## config.mk

```make
export PLATFORM = sky130hd
export DESIGN_NAME = bank_port_arbiter
export DESIGN_NICKNAME = d
export VERILOG_FILES = /design/src/rtl/bank_port_arbiter.sv
export SDC_FILE = /design/constraint.sdc
export NUM_CORES = 1
export LEC_CHECK = 0
export CELL_PAD_IN_SITES_DETAIL_PLACEMENT = 0
export CELL_PAD_IN_SITES_GLOBAL_PLACEMENT = 1
export CORE_AREA = 10 10 111 103
export DETAILED_ROUTE_END_ITERATION = 8
export DIE_AREA = 0 0 121 113
export GPL_TIMING_DRIVEN = 0
export HOLD_SLACK_MARGIN = 0.15
export PLACE_DENSITY_LB_ADDON = 0.3
export SLEW_MARGIN = 20
export SYNTH_ARGS = -nofsm -noshare
export SYNTH_HDL_FRONTEND = slang
export SYNTH_SLANG_ARGS = --single-unit
```

## constraint.sdc

```tcl
create_clock -name clk -period 4.35 [get_ports clk]
set_input_delay 0.87 -clock clk [delete_from_list [all_inputs] [get_ports clk]]
set_output_delay 0.87 -clock clk [all_outputs]
set_load 0.02 [all_outputs]
```

## src/rtl/bank_port_arbiter.sv

```systemverilog
// Shares one single-port data bank between a CPU port and the engine read port.
// Optional CPU write guard while the engine runs: define ARB_WRITE_GUARD_EN.
module bank_port_arbiter #(
  parameter int Amba_Word       = 16,
  parameter int Amba_Addr_Depth = 20
) (
  input  logic                       clk,
  input  logic                       rst,
  input  logic                       cpu_req,
  input  logic                       cpu_we,
  input  logic [Amba_Addr_Depth:0]   cpu_addr,
  input  logic [Amba_Word-1:0]       cpu_wdata,
  output logic                       cpu_ack,
  output logic [Amba_Word-1:0]       cpu_rdata,
  output logic                       cpu_err,
  input  logic                       eng_req,
  input  logic [Amba_Addr_Depth:0]   eng_addr,
  input  logic                       eng_active,
  output logic                       eng_gnt,
  output logic                       eng_rvalid,
  output logic [Amba_Word-1:0]       eng_rdata,
  output logic                       bank_we,
  output logic [Amba_Addr_Depth:0]   bank_addr,
  output logic [Amba_Word-1:0]       bank_wdata,
  input  logic [Amba_Word-1:0]       bank_rdata
);

  typedef enum logic [1:0] {
    IDLE,
    CPU_PEND,
    CPU_ACK
  } state_t;

  state_t                     state;
  logic                       cpu_gnt;
  logic                       cpu_rd_q;
  logic                       wr_block;
  logic [Amba_Addr_Depth:0]   last_addr;

  assign cpu_gnt = !rst && (state == IDLE) && cpu_req;
  assign eng_gnt = !rst && eng_req && !cpu_gnt;

`ifdef ARB_WRITE_GUARD_EN
  logic err_q;
  assign wr_block = eng_active;
  assign cpu_err  = err_q;

  always_ff @(posedge clk) begin
    if (rst)
      err_q <= 1'b0;
    else if (cpu_gnt && cpu_we && wr_block)
      err_q <= 1'b1;
  end
`else
  assign wr_block = 1'b0 & eng_active;
  assign cpu_err  = 1'b0;
`endif

  assign bank_we    = cpu_gnt && cpu_we && !wr_block;
  assign bank_wdata = cpu_wdata;
  assign eng_rdata  = bank_rdata;

  // Idle cycles keep the bank address stable at its last value.
  always_comb begin
    bank_addr = last_addr;
    if (cpu_gnt)
      bank_addr = cpu_addr;
    else if (eng_gnt)
      bank_addr = eng_addr;
  end

  always_ff @(posedge clk) begin
    if (rst) begin
      state      <= IDLE;
      cpu_ack    <= 1'b0;
      cpu_rdata  <= '0;
      cpu_rd_q   <= 1'b0;
      eng_rvalid <= 1'b0;
      last_addr  <= '0;
    end else begin
      eng_rvalid <= eng_gnt;
      last_addr  <= bank_addr;
      cpu_ack    <= 1'b0;
      case (state)
        IDLE: begin
          if (cpu_gnt) begin
            state    <= CPU_PEND;
            cpu_rd_q <= !cpu_we;
          end
        end
        CPU_PEND: begin
          state   <= CPU_ACK;
          cpu_ack <= 1'b1;
          if (cpu_rd_q)
            cpu_rdata <= bank_rdata;
        end
        CPU_ACK: state <= IDLE;
        default: state <= IDLE;
      endcase
    end
  end

endmodule
```

==> results.py, run 1 <==
metrics = {
    "logic_synthesis": {
        "synth_common_cells": "nand2_1, dfxtp_1, buf_4",
        "yosys_register_bits": 42,
        "ys_top_cells_by_area": "dfxtp_1, nand2_1, a211oi_2",
        "yosys_warnings": 0,
        "synth_cell_type_count": 25,
        "synth_most_common_cell": "nand2_1",
        "synthCells": 285,
        "ys.flop_type": "dfxtp_1",
        "synth_nets": 365,
        "ys_seq_area_frac": 0.348,
        "synth_top_area_cell": "dfxtp_1",
        "synth_edf_count": 0,
        "synth.avg_cell_area_sq_um": 8.47,
        "netlist_area_sq_um": 2410,
        "async_reset_ff_frac": 0,
        "yosys.area.top_type_share": 0.348,
    },
    "route": {
        "wl_per_cell_microns": 15.0,
        "wl_mm": 8.23,
        "top_layer": "met4",
        "drtIter0Drc": 88,
        "drc": 0,
        "drt_pass1_iterations": 4,
        "drtAntennaViolNets": 0,
        "num_vias": 2389,
        "wl_met2_mm": 3.53,
        "wl_met1_mm": 3.63,
        "route.met3.wl_mm": 1.02,
        "avgViaCountPerCell": 4.36,
    },
    "setup_path": {
        "cp.arrival_ns": 2.98,
        "worstReg2RegStart": "state[0]$_SDFFE_PP0P_",
        "worst-path-buf-inv": 4,
        "setup.worst_path.end_class": "primary output",
        "r2r_setup_slack_ns": 2.79,
        "cp-start-kind": "input pin",
        "path_cells": "clkdlybuf4s50_1 -> or4b_1 -> buf_6 -> buf_2 -> a31oi_1 -> clkdlybuf4s50_1",
        "slowest_stage": "clkdlybuf4s50_1",
        "worst_ep_required_time_ns": 3.48,
        "r2r_end": "last_addr[14]$_SDFF_PP0_",
        "critPathMaxStageDelay_ns": 0.66,
        "cp_top_family": "buffers and inverters",
        "path_common_cell": "clkdlybuf4s50_1",
        "path_class": "input pin to primary output",
        "path_depth": 6,
        "ff2ff_path_depth": 5,
        "cp_max_fo": 10,
    },
    "grt": {
        "grt_util_all_layers": 0.117,
        "grt_pass1_wl_mm": 13.2,
        "grt_max_degree": 14,
        "grt.overflow.total": 0,
        "antenna_found_initial": 0,
        "grt_pass1_vias": 2584,
    },
    "clock_network": {
        "cts_hold_buf": 0,
        "cts.sinks": 42,
        "cts_max_path_buffers": 2,
        "cts_max_level": 2,
        "cts_setup_buffers": 0,
        "root_buffer": "clkbuf_8",
        "clk_latency_ns": 0.29,
        "cts_tree": "yes",
        "clk_pin_slew_ns": 0.08,
        "cts_resized": 0,
        "cts_buffers": 5,
    },
    "floorplan": {
        "coreArea_sq_um": 9040,
        "dieArea_sq_um": 13700,
        "die_x_microns": 121,
        "die_h_microns": 113,
        "rows": 33,
        "initial_utilization": 0.267,
        "io_pins": 154,
    },
    "timing": {
        "rsz0062_at_grt": "false",
        "hold_viol": 0,
        "worst_slew_pin_slew_ns": 0.695,
        "setup_viol_count_final": 0,
        "min_period_over_period": 0.885,
        "fin_skew_ns": 0.00532,
        "finalCriticalPeriod_ns": 3.85,
        "whs_ns": 0.454,
        "tns_ns": 0,
        "fmax_mhz": 260,
        "drv_slew": 0,
        "max_slew_margin": 0.537,
    },
    "run": {
        "cap_violations": 0,
    },
    "final_layout": {
        "diodes": 0,
        "multi_input_area_sq_um": 1190,
        "final_layout_size_suffix_gt1_frac": 0.195,
        "nFillCells": 900,
        "seqCellArea_sq_um": 841,
        "fin_nets": 505,
        "synthToLayoutAreaGrowth_pct": 66.0,
    },
    "pwr": {
        "seqPwrFrac": 0.385,
        "power_leakage_nw": 1.52,
        "combPwrFrac": 0.331,
        "p_int_uw": 764,
        "p_per_area_nw_per_um2": 269,
        "power.net_switching_uw": 315,
        "switching_share": 0.292,
        "ir_worst_vdd_mv": 0.184,
        "p_clk_frac": 0.284,
        "fin_total_pwr_mw": 1.08,
    },
    "placed_design": {
        "port_buffers": 133,
        "dp.final_hpwl_mm": 6.52,
        "routabilityCongestion": 0.714,
    },
    "hold_path": {
        "hold_end": "cpu_rdata[15]$_SDFFE_PP0P_",
        "min_path_type": "flip-flop to flip-flop",
        "worstHoldStart": "cpu_rdata[15]$_SDFFE_PP0P_",
        "hold_depth": 2,
    },
    "status": {
        "status": "complete, no violations",
    },
}
==> cell type report <==
class	count	area share
buffer	55	0.0943
clock buffer	5	0.0172
clock inverter	3	0.00999
inverter	1	0.000937
multi-input combinational	187	0.297
sequential	42	0.210
tap	122	0.0381
timing repair buffer	133	0.332
==> registers in the layout, summed over array words and instances (netlist names) <==
| signal | cells |
|---|---|
| last_addr | 21 |
| cpu_rdata | 16 |
| state | 2 |
| cpu_ack | 1 |
| cpu_rd_q | 1 |
| eng_rvalid | 1 |
==> layer usage <==
metal  GRT usage  vias up
met2       0.186      110
met3      0.0631        6
met1       0.137     1058
met4      0.0241        0
li1            -     1215
met5           0        -
==> power by group through the flow <==
stage	sequential [mW]	combinational, mW	clock (mW)
2_1_floorplan	0.426	0.185	0
4_1_cts	0.416	0.364	0.320
5_1_grt	0.419	0.385	0.333
3_5_place_dp	0.425	0.362	0
6_report	0.416	0.358	0.306
3_3_place_gp	0.423	0.360	0
==> logic make-up after synthesis <==
logic type / Yosys count / synth area share
compound gates: 58 / 0.196
buf+inv: 56 / 0.158
flops: 42 / 0.348
mux: 21 / 0.0871
other cells: 1 / 0.00155
simple gates: 107 / 0.208
==> cells in the final DEF, fill, tap and decap left out, drive strengths merged <==
cell	n
clkdlybuf4s50	133
nand2	74
dfxtp	42
buf	42
nor2	24
a31oi	21
mux2i	21
a211oi	21
clkbuf	18
a21oi	16
nor3b	2
clkinv	2
or4b	1
inv	1
nand2b	1
nor2b	1
and2	1
and3b	1
nand3b	1
nor3	1
conb	1
bufinv	1
==> worst reg2reg max path, stage by stage (launching register included) <==
cell and delay [ns]:
dfxtp_1 0.34, or4b_1 0.54, buf_6 0.17, buf_6 0.15, nor2_1 0.16, a211oi_2 0.06
==> how the worst max path moves through the flow <==
| stage | slack [ns] | end | start |
|---|---|---|---|
| 2_1_floorplan | 1.32 | bank_addr[0] | rst |
| 3_3_place_gp | 0.50 | bank_addr[1] | cpu_req |
| 3_5_place_dp | 0.49 | bank_addr[1] | cpu_req |
| 4_1_cts | 0.48 | bank_addr[1] | cpu_req |
| 5_1_grt | 0.43 | bank_addr[8] | cpu_req |
| 6_report | 0.50 | bank_addr[18] | cpu_req |
==> through the flow <==
| step | util | setup slack [ns] | instance area (sq um) | cells |
|---|---|---|---|---|
| after detailed placement | 0.431 | 0.489 | 3900 | 540 |
| after floorplan | - | 1.32 | 2410 | 285 |
| after global placement | 0.431 | 0.502 | 3900 | 540 |
| after CTS | 0.443 | 0.485 | 4010 | 548 |
| after global routing | 0.443 | 0.425 | 4010 | 548 |
| final | 0.443 | 0.498 | 4010 | 548 |
(Power assumes the default switching activity.)
==> inputs of run 2 (changes only) <==
--- a/config.mk
+++ b/config.mk
@@ -7,12 +7,13 @@
 export LEC_CHECK = 0
 export CELL_PAD_IN_SITES_DETAIL_PLACEMENT = 0
 export CELL_PAD_IN_SITES_GLOBAL_PLACEMENT = 1
-export CORE_AREA = 10 10 111 103
+export CORE_AREA = 2 2 103 95
 export DETAILED_ROUTE_END_ITERATION = 8
-export DIE_AREA = 0 0 121 113
+export DIE_AREA = 0 0 105 97
 export GPL_TIMING_DRIVEN = 0
 export HOLD_SLACK_MARGIN = 0.15
 export PLACE_DENSITY_LB_ADDON = 0.3
+export REMOVE_ABC_BUFFERS = 1
 export SLEW_MARGIN = 20
 export SYNTH_ARGS = -nofsm -noshare
 export SYNTH_HDL_FRONTEND = slang
==> results.py, run 2 (synthesized netlist as in run 1, its figures left out) <==
metrics = {
    "setup_path": {
        "ff2ff_path_depth": 4,
        "critPathMaxStageDelay_ns": 0.64,
        "path_class": "input pin to primary output",
        "setup.worst_path.end_class": "primary output",
        "startpoint": "rst",
        "cp.arrival_ns": 3.16,
        "r2r_setup_slack_ns": 2.61,
        "worst_ep_required_time_ns": 3.48,
        "cp-start-kind": "input pin",
        "r2r_end": "last_addr[17]$_SDFF_PP0_",
        "worstReg2RegStart": "state[0]$_SDFFE_PP0P_",
        "cp_max_fo": 49,
        "slowest_stage": "or4b_4",
        "path_cells": "buf_2 -> buf_12 -> or4b_4 -> buf_16 -> nor2_1 -> a31oi_1 -> clkdlybuf4s50_1",
    },
    "timing": {
        "max_slew_margin": 0.339,
        "fmax_mhz": 248,
        "fin_skew_ns": 0.00735,
        "drv_slew": 0,
        "min_period_over_period": 0.926,
        "rsz0062_at_grt": "false",
        "finalCriticalPeriod_ns": 4.03,
        "worst_slew_pin_slew_ns": 0.992,
        "hold_viol": 0,
        "setup_viol_count_final": 0,
    },
    "pwr": {
        "seqPwrFrac": 0.377,
        "power.net_switching_uw": 295,
        "p_clk_frac": 0.349,
        "p_int_uw": 807,
        "combPwrFrac": 0.274,
        "switching_share": 0.268,
        "fin_total_pwr_mw": 1.10,
        "p_per_area_nw_per_um2": 308,
        "ir_worst_vdd_mv": 0.110,
        "power_leakage_nw": 1.29,
    },
    "floorplan": {
        "io_pins": 154,
        "coreArea_sq_um": 9000,
        "die_x_microns": 105,
        "die_h_microns": 97,
        "dieArea_sq_um": 10200,
        "rows": 33,
        "initial_utilization": 0.268,
    },
    "clock_network": {
        "cts_tree": "yes",
        "clk_pin_slew_ns": 0.08,
        "cts_resized": 0,
        "cts.sinks": 42,
        "root_buffer": "clkbuf_8",
        "clk_latency_ns": 0.29,
        "cts_buffers": 5,
        "cts_hold_buf": 0,
        "cts_max_level": 2,
        "cts_max_path_buffers": 2,
        "cts_setup_buffers": 0,
    },
    "hold_path": {
        "worstHoldStart": "cpu_rdata[7]$_SDFFE_PP0P_",
        "hold_depth": 2,
        "min_path_type": "flip-flop to flip-flop",
        "hold_end": "cpu_rdata[7]$_SDFFE_PP0P_",
    },
    "final_layout": {
        "final_layout_size_suffix_gt1_frac": 0.131,
        "synthToLayoutAreaGrowth_pct": 48.2,
        "final_common_cell": "clkdlybuf4s50_1",
        "fin_nets": 439,
        "regMostFlops": "last_addr",
        "largest_registers": "last_addr: 21 flops, cpu_rdata: 16 flops, state: 2 flops",
        "diodes": 0,
        "final_cell_mix": "clkdlybuf4s50_1, nand2_1, dfxtp_1",
        "largest_register_ffs": 21,
        "fin_cells": 482,
        "nFillCells": 958,
    },
    "grt": {
        "grt_pass1_wl_mm": 10.8,
        "use_met2": 0.184,
        "grt_pass1_vias": 2074,
        "grt.busiest_layer": "met2",
        "grt_max_degree": 50,
        "grt.overflow.total": 0,
        "antenna_found_initial": 0,
        "grt_use_met1": 0.176,
        "grt_util_all_layers": 0.131,
        "met3_usage": 0.0701,
    },
    "route": {
        "drtAntennaViolNets": 0,
        "num_vias": 2163,
        "wl_mm": 6.76,
        "drtIter0Drc": 39,
        "drc": 0,
        "drt_pass1_iterations": 4,
        "wl_per_cell_microns": 14.0,
        "avgViaCountPerCell": 4.49,
    },
    "placed_design": {
        "port_buffers": 119,
        "routabilityCongestion": 0.674,
        "place_inst": 474,
        "dp.final_hpwl_mm": 4.77,
    },
    "run": {
        "cap_violations": 0,
    },
    "status": {
        "status": "complete, no violations",
    },
}
-- run 2: cell count changes in the layout (fill, tap and decap cells not counted), sizes merged --
cell	delta
buf	-37
clkdlybuf4s50	-16
clkbuf	-12
clkinv	-2
bufinv	+1
-- run 2: stage by stage --
stage          hold WS, ns  setup slack, ns  cell area (sq um)  setup TNS (ns)  utilization
2_1_floorplan        0.440            0.188               2040               0            -
5_1_grt              0.476            0.139               3580               0        0.397
3_3_place_gp         0.441            -2.95               3380          -97.61        0.375
4_1_cts              0.460            0.303               3580               0        0.397
3_5_place_dp         0.448            0.300               3430               0        0.382
6_report             0.455            0.321               3580               0        0.397
-- run 2: critical path, delay by kind of cell --
kind,cells,cell delay (ns)
buffers and inverters,4,1.32
and+or+nand+nor,2,0.85
AOI/OAI and AO/OA,1,0.08
-- run 2: power groups by stage --
stage	combinational (mW)	sequential, mW	clock, mW
2_1_floorplan	0.123	0.426	0
3_3_place_gp	0.303	0.424	0
3_5_place_dp	0.305	0.425	0
4_1_cts	0.306	0.416	0.399
5_1_grt	0.324	0.419	0.414
6_report	0.302	0.416	0.385
-- run 2: layout make-up --
cell class / instances / area, sq um / share of cell area
clock buffer: 6 / 82.6 / 0.0231
tap: 122 / 153 / 0.0427
inverter: 1 / 3.75 / 0.00105
clock inverter: 2 / 60.1 / 0.0168
sequential: 42 / 841 / 0.235
multi-input combinational: 187 / 1200 / 0.335
timing repair buffer: 122 / 1240 / 0.347
-- run 2: how the worst max path moves through the flow --
stage | endpoint | slack [ns] | cells past startpoint
floorplan | bank_addr[0] | 0.19 | 3
global placement | bank_addr[17] | -2.95 | 5
detailed placement | bank_addr[14] | 0.30 | 5
CTS | bank_addr[14] | 0.30 | 5
global route | bank_addr[6] | 0.14 | 5
finish | bank_addr[17] | 0.32 | 7
-- run 2: metal layers --
| metal | routed length [microns] | vias up | part of all wire |
|---|---|---|---|
| met5 | 0 | - | 0 |
| met4 | 42 | 0 | 0.0062 |
| met3 | 777 | 5 | 0.12 |
| met2 | 2730 | 119 | 0.40 |
| met1 | 3210 | 956 | 0.47 |
| li1 | - | 1083 | - |
==> inputs of run 3 (changes only) <==
--- a/config.mk
+++ b/config.mk
@@ -10,7 +10,6 @@
 export CORE_AREA = 2 2 103 95
 export DETAILED_ROUTE_END_ITERATION = 8
 export DIE_AREA = 0 0 105 97
-export GPL_TIMING_DRIVEN = 0
 export HOLD_SLACK_MARGIN = 0.15
 export PLACE_DENSITY_LB_ADDON = 0.3
 export REMOVE_ABC_BUFFERS = 1
==> results.py, run 3 (synthesized netlist as in run 1, its figures left out) <==
metrics = {
    "timing": {
        "worst_slew_pin_slew_ns": 0.629,
        "fin_skew_ns": 0.00277,
        "max_slew_margin": 0.579,
        "min_period_over_period": 0.878,
        "setup_viol_count_final": 0,
        "drv_slew": 0,
        "tns_ns": 0,
        "whs_ns": 0.455,
        "finalCriticalPeriod_ns": 3.82,
        "hold_viol": 0,
        "rsz0062_at_grt": "false",
        "setup_ws_ns": 0.531,
        "fmax_mhz": 262,
    },
    "route": {
        "drtIter0Drc": 95,
        "num_vias": 2180,
        "drc": 0,
        "drt_pass1_iterations": 4,
        "wl_per_cell_microns": 14.0,
        "drtAntennaViolNets": 0,
        "wl_mm": 6.76,
        "avgViaCountPerCell": 4.50,
    },
    "setup_path": {
        "cp_top_family": "buffers and inverters",
        "critPathMaxStageDelay_ns": 0.58,
        "cp.arrival_ns": 2.95,
        "worst-path-buf-inv": 3,
        "path_cells": "clkdlybuf4s50_1 -> or4b_4 -> buf_12 -> nor2_1 -> a31oi_1 -> clkdlybuf4s50_1",
        "worst_ep_required_time_ns": 3.48,
        "slowest_stage": "clkdlybuf4s50_1",
        "path_common_cell": "clkdlybuf4s50_1",
        "setup.worst_path.end_class": "primary output",
        "cp_max_fo": 64,
        "cp-start-kind": "input pin",
        "path_class": "input pin to primary output",
    },
    "clock_network": {
        "cts_setup_buffers": 0,
        "cts_tree": "yes",
        "cts_max_level": 2,
        "cts_buffers": 5,
        "cts_max_path_buffers": 2,
        "clk_latency_ns": 0.29,
        "root_buffer": "clkbuf_8",
        "cts_resized": 0,
        "clk_pin_slew_ns": 0.08,
        "cts_hold_buf": 0,
        "cts.sinks": 42,
    },
    "placed_design": {
        "routabilityCongestion": 0.700,
        "dp.final_hpwl_mm": 4.84,
        "dpl_worst_slack_ns": 0.521,
        "place_area_sq_um": 3460,
        "port_buffers": 119,
    },
    "pwr": {
        "ir_worst_vdd_mv": 0.129,
        "switching_share": 0.298,
        "combPwrFrac": 0.317,
        "p_clk_frac": 0.251,
        "seqPwrFrac": 0.432,
        "p_per_area_nw_per_um2": 272,
        "power.net_switching_uw": 287,
        "p_int_uw": 675,
        "power_leakage_nw": 1.27,
    },
    "floorplan": {
        "die_h_microns": 97,
        "initial_utilization": 0.268,
        "dieArea_sq_um": 10200,
        "rows": 33,
        "io_pins": 154,
        "die_x_microns": 105,
        "coreArea_sq_um": 9000,
    },
    "final_layout": {
        "fin_nets": 442,
        "final_cell_mix": "clkdlybuf4s50_1, nand2_1, dfxtp_1",
        "diodes": 0,
        "regMostFlops": "last_addr",
        "largest_registers": "last_addr: 21 flops, cpu_rdata: 16 flops, state: 2 flops",
        "final_util": 0.393,
        "largest_register_ffs": 21,
        "final_layout_size_suffix_gt1_frac": 0.127,
        "synthToLayoutAreaGrowth_pct": 46.7,
        "fin_area_sq_um": 3540,
        "final_common_cell": "clkdlybuf4s50_1",
    },
    "grt": {
        "grt_pass1_vias": 2161,
        "antenna_found_initial": 0,
        "grt_pass1_wl_mm": 10.8,
        "grt_util_all_layers": 0.131,
        "grt.overflow.total": 0,
        "grt_max_degree": 65,
    },
    "hold_path": {
        "min_path_type": "flip-flop to flip-flop",
    },
    "run": {
        "cap_violations": 0,
    },
    "status": {
        "status": "complete, no violations",
    },
}
[run 3: cell types whose count changed in the layout (fill, tap and decap cells not counted), moves of 2 or more]
cell | before | now
buf_4 | 0 | 3
buf_12 | 1 | 3
bufinv_16 | 2 | 0
clkbuf_1 | 0 | 2
[run 3: final cells by class]
class | instances | area [sq um]
inverters | 1 | 3.75
clock buffers | 7 | 76.3
multi-input cells | 187 | 1200
fillers | 945 | 5460
flip-flops and latches | 42 | 841
well taps | 122 | 153
repair buffers | 125 | 1270
[run 3: metal layers]
metal	track usage	wire length, microns	vias up
li1	-	-	1082
met1	0.170	3070	973
met2	0.189	2840	119
met3	0.0741	787	6
met4	0.0277	59	0
met5	0	0	-
[run 3: path summary, 6_finish.rpt]
path | from | end | cells past startpoint | slack [ns]
setup reg to reg | state[0]$_SDFFE_PP0P_ | cpu_rd_q$_SDFFE_PP0P_ | 5 | 2.77
setup / recovery | cpu_req | bank_addr[19] | 6 | 0.53
hold reg to reg | cpu_rdata[13]$_SDFFE_PP0P_ | cpu_rdata[13]$_SDFFE_PP0P_ | 2 | 0.46
hold / removal | cpu_rdata[13]$_SDFFE_PP0P_ | cpu_rdata[13]$_SDFFE_PP0P_ | 2 | 0.46
[run 3: power by group through the flow]
stage	sequential [mW]	combinational, mW	clock [mW]
after CTS	0.416	0.309	0.258
after floorplan	0.426	0.123	0
after global placement	0.424	0.307	0
after detailed placement	0.425	0.308	0
final	0.416	0.305	0.241
after global routing	0.418	0.326	0.276
[run 3: worst min-delay path, cell delays in order, from the launching register on]
cell and delay [ns]:
dfxtp_1 0.31, nand2_1 0.05, a21oi_1 0.05
[run 3: through the flow]
step	cells	power, mW
3_3_place_gp	477	0.730
4_1_cts	484	0.984
2_1_floorplan	230	0.549
6_report	484	0.962
5_1_grt	484	1.02
3_5_place_dp	477	0.733
